`src/rtl/mem_pipe_pkg.sv`:
```
// Shared types and helpers for the mem_pipe single-port zero-initialised memory.
package mem_pipe_pkg;

  typedef enum logic [0:0] {
    ST_INIT = 1'b0,
    ST_IDLE = 1'b1
  } state_e;

  localparam int LATENCY_MAX = 4;
  localparam int PAR_W_MAX   = 64;

  // Even-parity bit over a zero-extended word (words up to PAR_W_MAX bits).
  function automatic logic even_parity(input logic [PAR_W_MAX-1:0] word);
    return ^word;
  endfunction

endpackage

```
`src/rtl/mem_pipe_delay.sv`:
```
// LATENCY-stage valid/data shift register; data stages only load on valid so the
// last stage holds its value between strobes. flush_i drops every valid bit.
module mem_pipe_delay #(
  parameter int W       = 8,
  parameter int LATENCY = 1
) (
  input  logic         clk,
  input  logic         rst_n,
  input  logic         flush_i,
  input  logic         in_valid_i,
  input  logic [W-1:0] in_data_i,
  output logic         out_valid_o,
  output logic [W-1:0] out_data_o
);

  logic [LATENCY-1:0] valid_q;
  logic [W-1:0]       data_q [LATENCY];

  // Shift valid and data one stage per cycle.
  always_ff @(posedge clk or negedge rst_n) begin
    if (!rst_n) begin
      valid_q <= '0;
      for (int i = 0; i < LATENCY; i++) begin
        data_q[i] <= '0;
      end
    end else begin
      valid_q[0] <= flush_i ? 1'b0 : in_valid_i;
      if (in_valid_i && !flush_i) begin
        data_q[0] <= in_data_i;
      end
      for (int i = 1; i < LATENCY; i++) begin
        valid_q[i] <= flush_i ? 1'b0 : valid_q[i-1];
        if (valid_q[i-1] && !flush_i) begin
          data_q[i] <= data_q[i-1];
        end
      end
    end
  end

  assign out_valid_o = valid_q[LATENCY-1];
  assign out_data_o  = data_q[LATENCY-1];

endmodule

```
`src/rtl/mem_pipe.sv`:
```
// Zero-initialised memory with pipelined reads. Define MEM_PIPE_PARITY_EN to add
// per-word even parity and the par_err output.
module mem_pipe
  import mem_pipe_pkg::*;
#(
  parameter int WIDTH   = 8,
  parameter int ADDR_W  = 8,
  parameter int LATENCY = 1
) (
  input  logic              clk,
  input  logic              rst_n,
  input  logic              clear,
  input  logic [ADDR_W-1:0] addr,
  input  logic [WIDTH-1:0]  val,
  input  logic              get,
  input  logic              set,
  output logic              ready,
  output logic [WIDTH-1:0]  out,
  output logic              out_valid
`ifdef MEM_PIPE_PARITY_EN
  ,
  output logic              par_err
`endif
);

  localparam int DEPTH = 2 ** ADDR_W;
`ifdef MEM_PIPE_PARITY_EN
  localparam int DW = WIDTH + 1;
`else
  localparam int DW = WIDTH;
`endif

  state_e            state_q, state_d;
  logic [ADDR_W-1:0] cnt_q, cnt_d;
  logic [WIDTH-1:0]  mem_q [DEPTH];

  logic              mem_we_s;
  logic [ADDR_W-1:0] mem_waddr_s;
  logic [WIDTH-1:0]  mem_wdata_s;
  logic              accept_s;
  logic              rd_s;
  logic              flush_s;
  logic [DW-1:0]     rd_word_s;
  logic [DW-1:0]     pipe_word_s;

  // Next state, init counter and the single write port (INIT zeroing or accepted set).
  always_comb begin
    state_d     = state_q;
    cnt_d       = cnt_q;
    mem_we_s    = 1'b0;
    mem_waddr_s = addr;
    mem_wdata_s = val;
    case (state_q)
      ST_INIT: begin
        mem_we_s    = 1'b1;
        mem_waddr_s = cnt_q;
        mem_wdata_s = {WIDTH{1'b0}};
        if (clear) begin
          cnt_d = {ADDR_W{1'b0}};
        end else if (cnt_q == {ADDR_W{1'b1}}) begin
          state_d = ST_IDLE;
          cnt_d   = {ADDR_W{1'b0}};
        end else begin
          cnt_d = cnt_q + {{(ADDR_W-1){1'b0}}, 1'b1};
        end
      end
      ST_IDLE: begin
        if (clear) begin
          state_d = ST_INIT;
          cnt_d   = {ADDR_W{1'b0}};
        end else begin
          mem_we_s = set;
        end
      end
      default: begin
        state_d = ST_INIT;
        cnt_d   = {ADDR_W{1'b0}};
      end
    endcase
  end

  // State and init counter.
  always_ff @(posedge clk or negedge rst_n) begin
    if (!rst_n) begin
      state_q <= ST_INIT;
      cnt_q   <= {ADDR_W{1'b0}};
    end else begin
      state_q <= state_d;
      cnt_q   <= cnt_d;
    end
  end

  // Storage array; contents are only defined once INIT has swept it.
  always_ff @(posedge clk) begin
    if (mem_we_s) begin
      mem_q[mem_waddr_s] <= mem_wdata_s;
    end
  end

  assign ready    = (state_q == ST_IDLE);
  assign accept_s = ready && !clear && (get || set);
  // A simultaneous set wins: write only, no read issued.
  assign rd_s     = accept_s && !set;
  assign flush_s  = clear || (state_q == ST_INIT);

`ifdef MEM_PIPE_PARITY_EN
  logic [DEPTH-1:0] par_q;

  always_ff @(posedge clk) begin
    if (mem_we_s) begin
      par_q[mem_waddr_s] <= even_parity(PAR_W_MAX'(mem_wdata_s));
    end
  end

  assign rd_word_s = {par_q[addr] != even_parity(PAR_W_MAX'(mem_q[addr])), mem_q[addr]};
  assign par_err   = pipe_word_s[WIDTH];
`else
  assign rd_word_s = mem_q[addr];
`endif

  mem_pipe_delay #(
    .W       (DW),
    .LATENCY (LATENCY)
  ) u_delay (
    .clk         (clk),
    .rst_n       (rst_n),
    .flush_i     (flush_s),
    .in_valid_i  (rd_s),
    .in_data_i   (rd_word_s),
    .out_valid_o (out_valid),
    .out_data_o  (pipe_word_s)
  );

  assign out = pipe_word_s[WIDTH-1:0];

endmodule

```
`config.mk`:
```
export PLATFORM = sky130hd
export DESIGN_NAME = mem_pipe
export DESIGN_NICKNAME = d
export VERILOG_FILES = /design/src/rtl/mem_pipe_pkg.sv /design/src/rtl/mem_pipe_delay.sv /design/src/rtl/mem_pipe.sv
export SDC_FILE = /design/constraint.sdc
export NUM_CORES = 2
export LEC_CHECK = 0
export BUFFER_PORTS_ARGS = -buffer_cell sky130_fd_sc_hd__buf_4
export CORE_MARGIN = 1
export CORE_UTILIZATION = 30
export DETAILED_ROUTE_END_ITERATION = 8
export PLACE_DENSITY = 0.51
export SLEW_MARGIN = 5
export SYNTH_ARGS = -nofsm -noshare
export SYNTH_HDL_FRONTEND = slang
export SYNTH_SLANG_ARGS = --single-unit
```
`constraint.sdc`:
```
create_clock -name clk -period 7.25 [get_ports clk]
set_clock_uncertainty 0.1 [all_clocks]
set_input_delay 1.45 -clock clk [delete_from_list [all_inputs] [get_ports clk]]
set_output_delay 1.45 -clock clk [all_outputs]
set_load 0.005 [all_outputs]
```
# == After elaboration in Yosys (flattened, before gate mapping) ==
# Memory sizes are Yosys's and may differ from the RTL's. A register that Yosys moved wholly into a read port is not among the register bits.
# Index checks and enable logic that the tools add are counted.
# op_classes
addsub,1
n_eq_ne,2
mux,15
n_bitwise,1
n_reduce_logical,10
# ops
cell,n
8-bit 2-to-1 mux,5
8-bit case mux with 2 select lines,1
"8-bit by 1-bit adder with 8-bit output, second input constant",1
"8-bit equality test, second input constant",1
1-bit 2-to-1 mux,7
1-bit logical AND,4
1-bit logical NOT,4
1-bit case mux with 2 select lines,2
1-bit logical OR,2
"2-bit inequality test, second input constant",1
1-bit inverter,1
# word_totals
reg_bits,10
mem_bits_rw,2048
in_bits,21
out_inout_bits,10
elab_cells,33
mem_count,1
# memory_table
memory,depth,word_bits,read_ports,rd_ports_with_merged_regs,wr,line,rtl
mem_q,256,8,1,1,1,mem_pipe.sv:35,logic [WIDTH-1:0] mem_q [DEPTH];

# == Depth between registers and ports, before layout ==
# logic_depth
word_depth,5
mapped_depth,13
depth_no_buf,8

# == Modules after synthesis ==
# Synthesis repeated with hierarchy kept, for this count alone.
# hier_totals
cells_unflattened,3876
hier_area_um2,81125.3
# by_module_without_submodules
mod,n_inst,cells_each,area_per_inst_um2,seq_area_each_um2
mem_pipe,1,3857,80746.2,61724.2
mem_pipe_delay,1,19,379.1,225.2

# == Worst setup path after synthesis ==
# OpenSTA, ideal clock, no wires.
# synth_timing
path_kind,input -> register
startpoint,input val[0]
endpoint,memory mem_q[0][0] (data pin)
setup_ps,867
arrival_ps,4677
t_required_ps,6283
path_slack_ps,1606
cell_stages,1
n_path_buf,0
cell_sequence,and2_1
# synth_via
elab_chain_len,1
# synth_rtl
item,line,rtl
"start, declared",mem_pipe.sv:14,"input logic [WIDTH-1:0] val,"
8-bit 2-to-1 mux,mem_pipe.sv:53,case (state_q)
"end, declared",mem_pipe.sv:35,
# Every way passes these cells.

# == Worst setup path after layout ==
# layout_timing
startpoint,"register state_q, in the netlist ready"
endpoint,"register u_delay.data_q (netlist bit u_delay.out_data_o[6]), read port of mem_q"
# layout_via
elab_chain_len,4
word_cells_on_any_way,7
cone_classes,bitwise (1); reduce/logical (6)
# layout_rtl
item,line,rtl
"start, declared",mem_pipe.sv:33,"state_e state_q, state_d;"
"start signal, assigned",mem_pipe.sv:88,state_q <= state_d;
1-bit logical AND / 1-bit inverter (equally long branches),--,
1-bit logical AND / 1-bit logical OR (equally long branches),"mem_pipe.sv:101, mem_pipe.sv:104",
1-bit logical AND / 1-bit logical NOT (equally long branches),"mem_pipe.sv:103, mem_pipe_delay.sv:28",
1-bit logical AND *,mem_pipe_delay.sv:28,if (in_valid_i && !flush_i) begin
"end, declared",mem_pipe_delay.sv:17,logic [W-1:0] data_q [LATENCY];
# Every way passes the cells marked *; elsewhere a longest branch is shown, timed or not.
# A chain may end at the register's enable or synchronous reset.

==> impl_metrics.toml <==
[outcome]
outcome = "finished, final reports clean"

[floorplan]
die-height_microns = 522
die_x_microns = 522
io_pins = 31
rows = 190
die-area_sq_mm = 0.273
initial_core_util = 0.302
fp.coreArea_sq_mm = 0.268

[clock_tree]
clkLatencyLatePin_ns = 0.85
clockBufferDepth = 3
clock-sinks = 2066
cts_tree = "built"
postCtsSetupBuffers = 0
clkSlewWorstSetupHoldPaths_ns = 0.06
cts_max_level = 4
ctsRootBufferMaster = "clkbuf_16"
ctsResizeCount = 0
cts_buffers = 207
cts_hold_buf = 0

[timing]
setup_slack_ns = 2.19
finalSetupViolCount = 0
setup_tns_ns = 0
hold_viol = 0
fmax_mhz = 198
grt_setup_unrepaired = "false"
slew_headroom = 0.0803
worstMarginPinSlew_ns = 1.38
finalCritPeriodShare = 0.698
min_period_ns = 5.06
slew_violations = 0
holdWs_ns = 0.422

[detailed_routing]
vias_per_cell = 5.23
drc = 0
drt_first_pass_iters = 5
postRouteAntennaNets = 0
dr.first_iter.drc_count = 4146
vias = 41300
routed_wl_microns = 236000
avgRoutedWirePerCell_microns = 29.8

[synth]
synth_edf_count = 2048
synth_area_sq_mm = 0.0811
syn_inst = 4084
synth_top_area_frac = 0.758
synth.distinct_cells = 66
synth_ff_type = "edfxtp_1"
netlist.top_cell.by_area = "edfxtp_1"
ys_async_sr_fraction = 0.00871
synth-seq-cells = 2066
synth.avg_cell_area_sq_um = 19.9
synth_nets = 4106
yosysSeqAreaShare = 0.764
synth_area_leaders = "edfxtp_1 (76%), mux4_2 (9.5%), mux2i_1 (4.1%), nor2_1 (1.4%), o22ai_1 (0.76%)"
yosys_warnings = 0

[cells_and_area]
utilization = 0.342
final_area_sq_mm = 0.0918
final_common_cell = "edfxtp_1"
drive_gt1_frac = 0.186
area_growth_pct = 13.2
nets = 4196
final_cell_mix = "edfxtp_1 (2048), mux4_2 (342), mux2i_1 (334)"

[place]
io_buffers = 30
place_area_sq_mm = 0.0851
dp_hpwl_microns = 147000
gp_congestion = 0.855
pre_cts_ws_ns = 1.69

[worst_setup_path]
crit_type = "flip-flop to flip-flop"
worstPathRequired_ns = 7.93
crit_arrival_ns = 5.74
end_kind = "flip-flop"
path_cells = "buf_4 > nor2b_1 > nand3_1 > inv_1 > nand2_1 > a2111oi_2 > o41ai_2 > nor4_2 > a211o_1"
reg2reg_setup_slack_ns = 2.19
cpMaxStageDelayCell = "a2111oi_2"
critPathLaunchType = "flip-flop"
crit_buf_inv = 2
cpLargestDelayFamily = "simple AND/OR/NAND/NOR gates"
r2r_cells = 9
r2r-end = "u_delay.out_data_o[6]$_DFFE_PN0P_"
crit_fanout = 34
cp_slowest_stage_delay_ns = 0.96
r2r_start = "ready$_DFF_PN0_"

[global_route]
grt_antenna_before_repair = 6
grt.overflow.total = 0
grt_max_degree = 177
grtUsageTotal = 0.172
grt_pass1_wl_microns = 331000
grt_pass1_vias = 41700

[pwr]
leakagePower_nw = 30.4
vdd_drop_max_mv = 0.267
p_per_area_mw_per_mm2 = 267

[job]
max_cap_violations = 0

[hold_path]
hold_path.class = "input port to async pin"
==> layer usage <==
| metal | vias up | wire [microns] | GRT usage | share of wire |
|---|---|---|---|---|
| li1 | 17100 | - | - | - |
| met1 | 22500 | 99000 | 0.229 | 0.42 |
| met2 | 1440 | 115000 | 0.282 | 0.49 |
| met3 | 333 | 15200 | 0.0330 | 0.065 |
| met4 | 0 | 6870 | 0.0535 | 0.029 |
| met5 | - | 0 | 0 | 0 |
==> cell usage after synthesis, types with 19 or more instances <==
library cell and number:
nor3_1 26, o22ai_1 98, clkbuf_1 85, buf_6 41
nor2_1 309, nand2_1 121, buf_2 57, o221ai_1 64
mux4_2 342, a2111oi_0 26, a21oi_1 59, nand3_1 47
a22oi_1 44, buf_4 23, edfxtp_1 2048, a221oi_1 20
mux2i_1 334, a211oi_1 35, o21ai_0 47, and2_1 19
==> power by group <==
group / total, W / switching, W / internal [W]
combinational: 0.000978 / 0.000638 / 0.000339
clock: 0.0106 / 0.00462 / 0.00598
sequential: 0.0130 / 0.0000144 / 0.0129
==> registers in the layout, summed over array words and instances (netlist names) <==
name,count
cnt_q,8
mem_q,2048
ready,1
u_delay.out_data_o,8
u_delay.out_valid_o,1
==> cell type report <==
type                    instances  area (sq um)
fillers                     25000        177000
flip-flops and latches       2066         61900
multi-input cells            1756         17500
clock buffers                 273          5550
well taps                    3552          4440
repair buffers                131          1250
clock inverters               109          1100
inverters                      12          47.5
diodes                          6          15.0
==> stage by stage <==
stage	power (W)	instances
floorplan	0.0138	4084
global placement	0.0142	7517
detailed placement	0.0142	7517
CTS	0.0247	7899
global route	0.0252	7900
finish	0.0245	7905
==> worst max-delay path by stage <==
stage                          from                                end  cells after the start  slack, ns
floorplan                    val[0]              mem_q[0][0]$_DFFE_PP_                      1       1.61
detailed placement          addr[2]  u_delay.out_data_o[3]$_DFFE_PN0P_                      9       1.69
finish              ready$_DFF_PN0_  u_delay.out_data_o[6]$_DFFE_PN0P_                      9       2.19
global placement            addr[0]  u_delay.out_data_o[3]$_DFFE_PN0P_                      9       1.70
global route        ready$_DFF_PN0_  u_delay.out_data_o[6]$_DFFE_PN0P_                      9       2.12
CTS                 ready$_DFF_PN0_  u_delay.out_data_o[6]$_DFFE_PN0P_                      9       2.38
==> kinds of logic after synthesis <==
| group | after synthesis | synth area share |
|---|---|---|
| AO/OA/AOI/OAI | 456 | 0.0399 |
| XOR/XNOR | 4 | 0.000432 |
| buffers and inverters | 262 | 0.0225 |
| multiplexers | 694 | 0.141 |
| adder cells (fa/ha/maj) | 1 | 0.000154 |
| flip-flops | 2066 | 0.764 |
| AND/OR/NAND/NOR | 601 | 0.0325 |
(Power assumes the default switching activity.)
